`config.mk`:
```
export PLATFORM = sky130hd
export DESIGN_NAME = ram_arbiter
export DESIGN_NICKNAME = d
export VERILOG_FILES = /design/src/rtl/lisp.sv /design/src/rtl/ram_arb_pick.sv /design/src/rtl/ram_arbiter.sv
export SDC_FILE = /design/constraint.sdc
export NUM_CORES = 1
export LEC_CHECK = 0
export CORE_MARGIN = 4
export CORE_UTILIZATION = 34
export CTS_CLUSTER_SIZE = 28
export DETAILED_ROUTE_END_ITERATION = 10
export GPL_TIMING_DRIVEN = 0
export PLACE_DENSITY = 0.78
export REMOVE_ABC_BUFFERS = 1
export SYNTH_ARGS = -nofsm -noshare
export SYNTH_HDL_FRONTEND = slang
export SYNTH_SLANG_ARGS = --single-unit
```
`constraint.sdc`:
```
create_clock -name dec_clk -period 1.5 [get_ports dec_clk]
set_input_delay 0.15 -clock dec_clk [delete_from_list [all_inputs] [get_ports dec_clk]]
set_output_delay 0.15 -clock dec_clk [all_outputs]
set_load 0.02 [all_outputs]
```
`src/rtl/lisp.sv`:
```
// lisp: shared word/address widths and arbiter state/owner encodings.
package lisp;
  localparam int WORD_SIZE = 32;
  localparam int ADDR_WIDTH = 16;
  typedef enum logic [1:0] {IDLE, ACCESS, DONE} arb_state_t;
  typedef enum logic [1:0] {OWN_NONE, OWN_FETCH, OWN_GC} arb_owner_t;
endpackage

```
`src/rtl/ram_arb_pick.sv`:
```
// ram_arb_pick: combinational winner select plus the registered GC starve counter.
module ram_arb_pick import lisp::*; #(
  parameter int GC_STARVE_MAX = 8,
  localparam int SW = $clog2(GC_STARVE_MAX + 1)
) (
  input  logic          dec_clk,
  input  logic          dec_rst,
  input  logic          idle,
  input  logic          f_req,
  input  logic          gc_req,
  input  logic          gc_lock,
  input  logic          last_gc,
  output arb_owner_t    win,
  output logic [SW-1:0] starve
);
  localparam logic [SW-1:0] SMAX = SW'(GC_STARVE_MAX);
  always_comb
    win = (gc_req && ((gc_lock && last_gc) || starve == SMAX)) ? OWN_GC :
          f_req ? OWN_FETCH : gc_req ? OWN_GC : OWN_NONE;
  always_ff @(posedge dec_clk)
    if (dec_rst) starve <= '0;
    else if (idle)
      starve <= (!gc_req || win == OWN_GC) ? '0 :
                (win == OWN_FETCH && starve != SMAX) ? starve + 1'b1 : starve;
endmodule

```
`src/rtl/ram_arbiter.sv`:
```
// ram_arbiter: shares one RAM port between fetch and GC, fetch first, GC anti-starvation and lock.
// LISP_ARB_TIMEOUT_EN adds an ACCESS timeout that acks with err = 1 and rdata = 0.
module ram_arbiter import lisp::*; #(
  parameter int ADDR_W = ADDR_WIDTH,
  parameter int DATA_W = WORD_SIZE,
  parameter int GC_STARVE_MAX = 8,
  parameter int TIMEOUT_CYCLES = 255
) (
  input  logic              dec_clk,
  input  logic              dec_rst,
  input  logic              f_req,
  input  logic              f_we,
  input  logic [ADDR_W-1:0] f_addr,
  input  logic [DATA_W-1:0] f_wdata,
  output logic              f_ack,
  output logic [DATA_W-1:0] f_rdata,
  output logic              f_err,
  input  logic              gc_req,
  input  logic              gc_we,
  input  logic [ADDR_W-1:0] gc_addr,
  input  logic [DATA_W-1:0] gc_wdata,
  input  logic              gc_lock,
  output logic              gc_ack,
  output logic [DATA_W-1:0] gc_rdata,
  output logic              gc_err,
  output logic [ADDR_W-1:0] ram_addr_out,
  output logic              ram_rden,
  output logic              ram_wren,
  output logic [DATA_W-1:0] ram_data_out,
  input  logic [DATA_W-1:0] ram_data_in,
  input  logic              ram_mem_ret,
  output logic [1:0]        arb_owner
);
  arb_state_t state, state_n;
  arb_owner_t win, owner;
  logic last_gc, gsel, we, tmo;
  logic [DATA_W-1:0] rdata;
  logic [$clog2(GC_STARVE_MAX + 1)-1:0] starve;

  ram_arb_pick #(.GC_STARVE_MAX(GC_STARVE_MAX)) u_pick (
    .dec_clk(dec_clk), .dec_rst(dec_rst), .idle(state == IDLE), .f_req(f_req),
    .gc_req(gc_req), .gc_lock(gc_lock), .last_gc(last_gc), .win(win), .starve(starve)
  );

`ifdef LISP_ARB_TIMEOUT_EN
  localparam int TW = $clog2(TIMEOUT_CYCLES + 1);
  localparam logic [TW-1:0] TMAX = TW'(TIMEOUT_CYCLES);
  logic [TW-1:0] tcnt;
  logic err;
  assign tmo = state == ACCESS && tcnt == TMAX && !ram_mem_ret;
  always_ff @(posedge dec_clk) begin
    tcnt <= (dec_rst || state != ACCESS) ? '0 : tcnt + 1'b1;
    err <= dec_rst ? 1'b0 : (state == ACCESS && state_n == DONE) ? tmo : err;
  end
  assign f_err = err & f_ack;
  assign gc_err = err & gc_ack;
`else
  assign tmo = 1'b0;
  assign f_err = 1'b0;
  assign gc_err = 1'b0;
`endif

  assign gsel = win == OWN_GC;
  assign we = gsel ? gc_we : f_we;
  assign arb_owner = owner;
  assign f_rdata = rdata;
  assign gc_rdata = rdata;

  always_ff @(posedge dec_clk)
    state <= dec_rst ? IDLE : state_n;
  always_comb
    state_n = state == IDLE ? (win != OWN_NONE ? ACCESS : IDLE) :
              state == ACCESS ? ((ram_mem_ret || tmo) ? DONE : ACCESS) : IDLE;

  always_ff @(posedge dec_clk)
    if (dec_rst) begin
      owner <= OWN_NONE;
      last_gc <= 1'b0;
      ram_addr_out <= '0;
      ram_data_out <= '0;
      ram_rden <= 1'b0;
      ram_wren <= 1'b0;
      f_ack <= 1'b0;
      gc_ack <= 1'b0;
      rdata <= '0;
    end else if (state == IDLE && win != OWN_NONE) begin
      owner <= win;
      last_gc <= gsel;
      ram_addr_out <= gsel ? gc_addr : f_addr;
      ram_data_out <= gsel ? gc_wdata : f_wdata;
      ram_rden <= !we;
      ram_wren <= we;
    end else if (state == ACCESS && state_n == DONE) begin
      ram_rden <= 1'b0;
      ram_wren <= 1'b0;
      rdata <= (ram_mem_ret && ram_rden) ? ram_data_in : '0;
      f_ack <= owner == OWN_FETCH;
      gc_ack <= owner == OWN_GC;
    end else if (state == DONE) begin
      f_ack <= 1'b0;
      gc_ack <= 1'b0;
      owner <= OWN_NONE;
    end
endmodule

```
==> out/metrics.sh, run 1 <==
DRV_CAP=0
FINAL_NETS=886
TRITONCTS='yes'
POST-PLACE-WS_NS=-1.007
SETUP_VIOLATORS_FINAL=56
FINAL_CRITICAL_PATH_SETUP_SLACK_NS=-0.2326
PORT-BUFFER-COUNT=253
NUM_ROWS=40
SYNTHADDERAREAFRAC=0.006017
SYNTH_AREA_UM2=4159
NETLIST_INSTANCES=516
POWER_FRAC_SEQ=0.398
FIRST_PASS_GRT_WIRE_LENGTH_UM=25830
FRACTION_OF_POWER_CONSUMED_BY_THE_CLOCK_NETWORK=0.306
VIOLATIONS_IN_THE_FINAL_REPORTS='setup timing'
SYNTH_TOP_FAMILY_BY_AREA='compound AO/OA/AOI/OAI gates'
DIE_W_UM=118.6
CRIT_ARRIVAL_NS=1.93
START_UTIL=0.3463
FINISH.INSTANCE_AREA_UM2=7700
DP.FINAL_HPWL_UM=10060
FINCLKSKEW_NS=0.005970
CRITPATHMAXFANOUT=6
HTREEDEPTH=3
CRIT_PATH_END_KIND='flop'
GPL.FINAL_WEIGHTED_CONGESTION=0.7311
NUMBER_OF_FLIP_FLOPS_AND_LATCHES_IN_THE_SYNTHESIZED_NETLIST=93
ROUTE.FINAL.WIRE_LENGTH_UM=17800
DP.CELLS=842
WORST_IR_DROP_VDD_V=0.0005136
DPL-INSTANCE-AREA_UM2=6474
SYNTH-WARNING-COUNT=0
TIMING.HOLD.WORST.CLASS='primary input to flop'
P_SWITCHING_mW=2.160
RATIO_OF_CELLS_WITH_DRIVE_ABOVE_1_IN_THE_FINAL_LAYOUT=0.2058
TIMING.SLEW.HEADROOM=0.4671
GRT_SETUP_UNREPAIRED='yes'
NUMBER_OF_ANTENNA_VIOLATIONS_AT_THE_FIRST_CHECK_IN_GLOBAL_ROUTING=0
SYNTH.YOSYS.SEQ_AREA_SHARE=0.4477
POWER.STATIC_LEAKAGE_nW=3.472
DR.FIRST_ITER.DRC_COUNT=288
DIEAREA_UM2=14070
TIMING.FINAL.MAX_SLEW_VIOLATIONS=0
CLOCK_PIN_SLEW_WORST_SETUP_AND_HOLD_PATHS_NS=0.06
FRACTION_OF_THE_MAPPED_NETLIST_AREA_IN_COMPOUND_GATES=0.2274
GRT_PASS1_VIAS=4635
LAYOUTNONFILLERINSTCOUNT=900
POST-ROUTE-DRC-COUNT=0
TOTAL_POWER_mW=7.009
CTS_BUFFER_COUNT=9
CTSLONGESTPATHBUFFERS=2
ACHIEVABLE_FREQ_MHz=577.2
DIE_Y_UM=118.6
PATH_CLASS='flop to flop'
TRITONCTS_NUM_SINKS=93
FINAL.MIN_CLOCK_PERIOD_NS=1.733
SYN-MEAN-INSTANCE-AREA_UM2=8.060
TIMING.REG2REG.SETUP_SLACK_NS=-0.23
FINAL.PERIOD_UTILIZATION=1.155
CLOCK_INSERTION_DELAY_WORST_SKEW_NS=0.34
DESIGN.CORE.AREA_UM2=12010
POWER_DENSITY_nW_PER_UM2=910.2
ROOT_BUFFER='sky130_fd_sc_hd__clkbuf_16'
YS_TYPES=33
RUN_STATUS='complete, but fails checks'
GR-TOTAL-OVERFLOW=0
IO_PINS=256
GRT_START_MAX_NET_PINS=48
STARTPOINT_TYPE='flop'
UTILIZATION=0.6410
DRT_FIRST_PASS_ITERS=5
HOLD-WORST-SLACK_NS=0.2821
FINAL_HOLD_VIOL_COUNT=0
PWR-SHARE-COMB=0.296
P_INT_mW=4.848
CP.REQUIRED_NS=1.70
VIAS_PER_CELL=5.271
ANTENNA-DIODE-COUNT=0
AGGREGATE_NEGATIVE_SETUP_SLACK_NS=-9.536
XOR_XNOR_PORTION_OF_THE_SYNTHESIZED_CELL_AREA=0.006318
ROUTED_LEN_INST_UM=19.77
SYNTH.MUX.AREA_FRACTION=0
SYNTH_SIMPLE_GATE_AREA_FRAC=0.1913
POWER.SWITCHING_FRACTION=0.3082
NFILLCELLS=951
NUM_VIAS=4744
WORST-SLEW-PIN-TRANSITION_NS=0.7994
GLOBAL_ROUTE.USAGE.TOTAL=0.2321
ANTENNA_LEFT=0
LAYOUT-AREA-OVERHEAD-VS-SYNTH_PCT=85.14
## final timing paths
path,from,to,depth (start not counted)
worst max-delay path,u_pick.starve[0]$_SDFFE_PP0P_,ram_rden$_SDFFE_PP0P_,8
worst min-delay path,dec_rst,f_ack$_SDFFE_PP0P_,2
worst max register to register,u_pick.starve[0]$_SDFFE_PP0P_,ram_rden$_SDFFE_PP0P_,8
worst min register to register,f_rdata[23]$_SDFFE_PP0P_,f_rdata[23]$_SDFFE_PP0P_,2
## power groups by stage
| stage | Combinational, mW | Clock [mW] | Sequential, mW |
|---|---|---|---|
| 2_1_floorplan | 0.501 | 0 | 3.05 |
| 3_3_place_gp | 1.64 | 0 | 2.84 |
| 3_5_place_dp | 1.68 | 0 | 2.84 |
| 4_1_cts | 1.93 | 2.20 | 2.78 |
| 5_1_grt | 2.20 | 2.30 | 2.81 |
| 6_report | 2.08 | 2.15 | 2.79 |
## area by class of cell
class	instances	area, um2	share of cell area
timing repair buffer	288	3060	0.3975
multi-input combinational	351	2287	0.2970
sequential	93	1871	0.2429
clock buffer	11	242.7	0.03152
tap	147	183.9	0.02389
clock inverter	5	36.28	0.004712
inverter	5	18.77	0.002437
## synth_stat cells
| library cell | count | share of area |
|---|---|---|
| sky130_fd_sc_hd__buf_4 | 37 | 0.067 |
| sky130_fd_sc_hd__nand4_1 | 2 | 0.0030 |
| sky130_fd_sc_hd__o21ai_1 | 1 | 0.0012 |
| sky130_fd_sc_hd__a21oi_1 | 88 | 0.11 |
| sky130_fd_sc_hd__xnor2_1 | 3 | 0.0063 |
| sky130_fd_sc_hd__o21a_2 | 1 | 0.0021 |
| sky130_fd_sc_hd__nand4b_1 | 1 | 0.0021 |
| sky130_fd_sc_hd__a21boi_2 | 2 | 0.0054 |
| sky130_fd_sc_hd__inv_1 | 5 | 0.0045 |
| sky130_fd_sc_hd__a211oi_2 | 10 | 0.030 |
| sky130_fd_sc_hd__o22a_1 | 1 | 0.0021 |
| sky130_fd_sc_hd__and2_1 | 3 | 0.0045 |
| sky130_fd_sc_hd__conb_1 | 1 | 0.00090 |
| sky130_fd_sc_hd__nand3b_1 | 2 | 0.0036 |
| sky130_fd_sc_hd__nor3_1 | 3 | 0.0036 |
| sky130_fd_sc_hd__nor2_8 | 1 | 0.0048 |
| sky130_fd_sc_hd__o21ai_0 | 3 | 0.0036 |
| sky130_fd_sc_hd__buf_2 | 21 | 0.025 |
| sky130_fd_sc_hd__ha_1 | 2 | 0.0060 |
| sky130_fd_sc_hd__a21bo_2 | 1 | 0.0024 |
| sky130_fd_sc_hd__dfxtp_1 | 93 | 0.45 |
| sky130_fd_sc_hd__a32oi_1 | 1 | 0.0021 |
| sky130_fd_sc_hd__clkbuf_1 | 16 | 0.014 |
| sky130_fd_sc_hd__a21boi_0 | 1 | 0.0018 |
| sky130_fd_sc_hd__clkbuf_2 | 1 | 0.0012 |
| sky130_fd_sc_hd__buf_6 | 3 | 0.0081 |
| sky130_fd_sc_hd__a211oi_1 | 38 | 0.069 |
| sky130_fd_sc_hd__nor2_1 | 52 | 0.047 |
| sky130_fd_sc_hd__a2111oi_0 | 1 | 0.0021 |
| sky130_fd_sc_hd__nand2_1 | 85 | 0.077 |
| sky130_fd_sc_hd__nor3b_1 | 1 | 0.0018 |
| sky130_fd_sc_hd__nand3_1 | 35 | 0.042 |
| sky130_fd_sc_hd__and3b_1 | 1 | 0.0021 |
## layer usage
| metal | part of all wire | vias up | track usage |
|---|---|---|---|
| met5 | 0 | - | 0 |
| met4 | 0.021 | 0 | 0.08182 |
| met3 | 0.092 | 24 | 0.06842 |
| met2 | 0.51 | 244 | 0.4174 |
| met1 | 0.37 | 2259 | 0.2590 |
| li1 | - | 2217 | - |
## cells by family after synthesis
| group | count (synthesis) |
|---|---|
| xor gates and xnor gates | 3 |
| buffers and inverters | 83 |
| and+or+nand+nor | 186 |
| adders and majority gates | 2 |
| other | 1 |
| AOI/OAI and AO/OA | 148 |
| DFF | 93 |
## worst max-delay path, cell delays in order, from the launching register on
cell,delay [ns]
sky130_fd_sc_hd__dfxtp_2,0.32
sky130_fd_sc_hd__inv_2,0.07
sky130_fd_sc_hd__ha_4,0.13
sky130_fd_sc_hd__nand3b_1,0.17
sky130_fd_sc_hd__buf_4,0.20
sky130_fd_sc_hd__buf_6,0.12
sky130_fd_sc_hd__a21bo_4,0.25
sky130_fd_sc_hd__o22a_1,0.19
sky130_fd_sc_hd__nor3b_1,0.14
## cell usage in the layout (no fill, tap or decap), types with 3 or more instances in the layout
cell type                         synthesis  routed
sky130_fd_sc_hd__dlygate4sd2_1            0      17
sky130_fd_sc_hd__buf_6                    3       5
sky130_fd_sc_hd__dfxtp_2                  0       4
sky130_fd_sc_hd__a211oi_1                38      15
sky130_fd_sc_hd__nand2_2                  0      28
sky130_fd_sc_hd__nand3b_1                 2       3
sky130_fd_sc_hd__a21oi_1                 88      72
sky130_fd_sc_hd__clkinvlp_4               0       3
sky130_fd_sc_hd__nand2_1                 85      56
sky130_fd_sc_hd__dfxtp_1                 93      88
sky130_fd_sc_hd__clkbuf_16                0      10
sky130_fd_sc_hd__a21bo_4                  0       7
sky130_fd_sc_hd__inv_1                    5       3
sky130_fd_sc_hd__nand3_1                 35      34
sky130_fd_sc_hd__a21oi_2                  0      12
sky130_fd_sc_hd__xnor2_1                  3       3
sky130_fd_sc_hd__dlymetal6s2s_1           0      37
sky130_fd_sc_hd__buf_4                   37      19
sky130_fd_sc_hd__a21oi_4                  0       4
sky130_fd_sc_hd__o21ai_0                  3       3
sky130_fd_sc_hd__buf_12                   0       8
sky130_fd_sc_hd__and2_1                   3       3
sky130_fd_sc_hd__a211oi_2                10      33
sky130_fd_sc_hd__buf_16                   0       3
sky130_fd_sc_hd__clkdlybuf4s50_1          0     198
sky130_fd_sc_hd__nor3_1                   3       3
sky130_fd_sc_hd__nor2_1                  52      52
## sequential cells by signal, summed over array words and instances (netlist names)
| register | cells |
|---|---|
| f_rdata | 32 |
| ram_data_out | 32 |
| ram_rden | 1 |
| arb_owner | 2 |
| last_gc | 1 |
| u_pick.starve | 4 |
| f_ack | 1 |
| gc_ack | 1 |
| ram_addr_out | 16 |
| ram_wren | 1 |
| state | 2 |
## timing repair
| item | CTS | global route |
|---|---|---|
| buffers inserted | 24 | 4 |
| setup endpoints to repair | 105 | 100 |
| pin swaps | 62 | 45 |
| gates resized for setup | 73 | 91 |
| cloned | 14 | 1 |
| hold buffers | 0 | 0 |
Note: power is estimated with default switching activity, not from simulation.
==> inputs of run 2 (changes only) <==
ABC_AREA = 0   (was not set)
CTS_CLUSTER_SIZE = 12   (was 28)
GPL_ROUTABILITY_DRIVEN = 0   (was not set)
==> results of run 2 <==
Same layout as run 1: the final DEF is identical, and so are final timing and power.
==> inputs of run 3 (changes only) <==
CORE_MARGIN = not set   (was 4)
CTS_CLUSTER_DIAMETER = 100   (was not set)
==> run 3 against run 2 <==
  * The run still ends with setup timing left
  * Cell area fell by 2.5%
  * Sequential cell count did not move
  * Via count rose by 0.51%
  * Total power rose by 3.7%
  * Die area fell by 9.9%
  * First-iteration DRC count rose by 2.4%
==> out/metrics.sh, run 3 (synthesis results as in run 1) <==
FINISH.INSTANCE_AREA_UM2=7510  # -2.5%
ROUTED_LEN_INST_UM=18.46  # -6.6%
CTSLONGESTPATHBUFFERS=2  # unchanged
PORT-BUFFER-COUNT=253  # unchanged
ACHIEVABLE_FREQ_MHz=599.1  # +3.8%
LAYOUT-AREA-OVERHEAD-VS-SYNTH_PCT=80.57
ROOT_BUFFER='sky130_fd_sc_hd__clkbuf_16'
DR.FIRST_ITER.DRC_COUNT=295  # +2.4%
MULTI_INPUT_LOGIC_AREA_UM2=2087  # -8.8%
DIE_W_UM=112.6  # -5.1%
SETUP_VIOLATORS_FINAL=51  # -8.9%
DIE_Y_UM=112.6  # -5.1%
CPLARGESTDELAYFAMILY='compound AO/OA/AOI/OAI gates'
MOSTFREQUENTLAYOUTCELL='sky130_fd_sc_hd__clkdlybuf4s50_1'
DIEAREA_UM2=12680  # -9.9%
HOLD-WORST-SLACK_NS=0.2824  # +0.0003800 ns
START_UTIL=0.3477  # +0.001449
POWER.STATIC_LEAKAGE_nW=3.499  # +0.77%
NUMBER_OF_ANTENNA_VIOLATIONS_AT_THE_FIRST_CHECK_IN_GLOBAL_ROUTING=0  # unchanged
POST-ROUTE-DRC-COUNT=0  # unchanged
TIMING.FINAL.MAX_SLEW_VIOLATIONS=0  # unchanged
RUN_STATUS='complete, but fails checks'
DP.FINAL_HPWL_UM=9293  # -7.6%
GRT_PASS1_VIAS=4653  # +0.39%
REGAREA_UM2=1871  # unchanged
STARTPOINT_TYPE='flop'
FINAL_HOLD_VIOL_COUNT=0  # unchanged
DP.CELLS=842  # unchanged
TIMING.SLEW.HEADROOM=0.4952  # +0.02812
CRITPATHMAXFANOUT=13  # +7
ANTENNA_LEFT=0  # unchanged
CTS_BUFFER_COUNT=9  # unchanged
DESIGN.CORE.AREA_UM2=11960  # -0.42%
NUM_VIAS=4768  # +0.51%
CLOCK_INSERTION_DELAY_WORST_SKEW_NS=0.34  # about the same
FINAL_NETS=878  # -0.90%
MOSTFREQUENTLAYOUTCELLS='sky130_fd_sc_hd__clkdlybuf4s50_1, sky130_fd_sc_hd__dfxtp_1, sky130_fd_sc_hd__nand2_1, sky130_fd_sc_hd__a21oi_1, sky130_fd_sc_hd__nor2_1'
TIMING.CRITICAL_PATH.SLOWEST_STAGE_CELL='sky130_fd_sc_hd__dfxtp_2'
ROUTE.FINAL.WIRE_LENGTH_UM=16470  # -7.5%
GR-TOTAL-OVERFLOW=0  # unchanged
FINAL.PERIOD_UTILIZATION=1.113  # -0.04222
FINAL_CRITICAL_PATH_SETUP_SLACK_NS=-0.1693  # +0.06334 ns
CRITICAL_PATH.CELL_CHAIN='inv_2 -> ha_4 -> nand3b_1 -> buf_6 -> buf_4 -> a21bo_4 -> o22a_1 -> nor3b_1'
TRITONCTS='yes'
DRV_CAP=0  # unchanged
DPL-INSTANCE-AREA_UM2=6481  # +0.12%
TRITONCTS_NUM_SINKS=93  # unchanged
TIMING.HOLD.WORST.CLASS='primary input to flop'
PATH_CLASS='flop to flop'
IO_PINS=256  # unchanged
CRIT_PATH_MAX_INCR_DELAY_NS=0.32  # about the same
NUM_ROWS=40  # unchanged
GRT_SETUP_UNREPAIRED='yes'
GLOBAL_ROUTE.USAGE.TOTAL=0.2516  # +0.01948
CRIT_ARRIVAL_NS=1.87  # -0.06 ns
WORST-SLEW-PIN-TRANSITION_NS=0.7572  # -0.04218 ns
VIAS_PER_CELL=5.345  # +1.4%
VIOLATIONS_IN_THE_FINAL_REPORTS='setup timing'
WORST_IR_DROP_VDD_V=0.0004833  # -5.9%
CP.REQUIRED_NS=1.70  # about the same
CRIT_PATH_END_KIND='flop'
GRT_START_MAX_NET_PINS=48  # unchanged
CP_NUM_BUF_INV=3  # unchanged
DRT_FIRST_PASS_ITERS=5  # unchanged
ANTENNA-DIODE-COUNT=0  # unchanged
LAYOUTNONFILLERINSTCOUNT=892  # -0.89%
FINCLKSKEW_NS=0.006893  # +0.0009234 ns
POWER_DENSITY_nW_PER_UM2=968.2  # +6.4%
HTREEDEPTH=3  # unchanged
FINAL.MIN_CLOCK_PERIOD_NS=1.669  # -0.06334 ns
FIRST_PASS_GRT_WIRE_LENGTH_UM=24560  # -4.9%
NFILLCELLS=946  # -0.53%
CLOCK_PIN_SLEW_WORST_SETUP_AND_HOLD_PATHS_NS=0.07  # about the same
RATIO_OF_CELLS_WITH_DRIVE_ABOVE_1_IN_THE_FINAL_LAYOUT=0.1423  # -0.06356
==> run 3: cell count changes in the layout (fill, tap and decap cells not counted), moves of 3 or more <==
cell,change
sky130_fd_sc_hd__a211oi_1,+9
sky130_fd_sc_hd__a21bo_4,-3
sky130_fd_sc_hd__buf_4,-5
sky130_fd_sc_hd__nand2_1,+28
sky130_fd_sc_hd__dlygate4sd2_1,-4
sky130_fd_sc_hd__a211oi_2,-9
sky130_fd_sc_hd__a21oi_4,-3
sky130_fd_sc_hd__dlymetal6s2s_1,+4
sky130_fd_sc_hd__nand2_2,-27
==> run 3: layer usage <==
| layer | part of all wire | vias to the layer above | track usage |
|---|---|---|---|
| li1 | - | 2199 | - |
| met1 | 0.39 | 2275 | 0.2698 |
| met2 | 0.49 | 261 | 0.4444 |
| met3 | 0.087 | 33 | 0.06803 |
| met4 | 0.033 | 0 | 0.1458 |
| met5 | 0 | - | 0 |
==> run 3: cell type report <==
| cell class | count | area share |
|---|---|---|
| inverters | 5 | 0.002499 |
| multi-input cells | 349 | 0.2779 |
| clock inverters | 3 | 0.008997 |
| flip-flops and latches | 93 | 0.2491 |
| well taps | 147 | 0.02449 |
| clock buffers | 13 | 0.03466 |
| repair buffers | 282 | 0.4024 |
==> run 3: worst paths after layout <==
kind,slack (ns),startpoint,endpoint,cells after the start
max reg2reg,-0.17,u_pick.starve[0]$_SDFFE_PP0P_,ram_rden$_SDFFE_PP0P_,8
min,0.28,dec_rst,state[1]$_SDFF_PP0_,2
max,-0.17,u_pick.starve[0]$_SDFFE_PP0P_,ram_rden$_SDFFE_PP0P_,8
min reg2reg,0.47,f_rdata[21]$_SDFFE_PP0P_,f_rdata[21]$_SDFFE_PP0P_,2
==> run 3: stage by stage <==
step | TNS, ns | worst slack, ns | util | power, mW
after global routing | -9.406 | -0.2319 | 0.6278 | 7.571
after detailed placement | -69.74 | -0.9538 | 0.5418 | 4.518
after global placement | -205.67 | -2.660 | 0.5348 | 4.474
after CTS | -5.461 | -0.1562 | 0.6060 | 7.224
final | -4.274 | -0.1693 | 0.6278 | 7.271
after floorplan | -42.94 | -0.7860 | - | 3.551
==> run 3: where the power goes <==
group	switching [mW]	internal [mW]
combinational	0.990	0.986
sequential	0.135	2.65
clock	0.951	1.55
total	2.08	5.19
==> run 3: timing repair <==
action	CTS	global route
setup endpoints to repair	100	103
resized for setup	56	61
pin swaps	48	12
gates cloned	10	4
buffers inserted	18	3
hold buffers	0	0
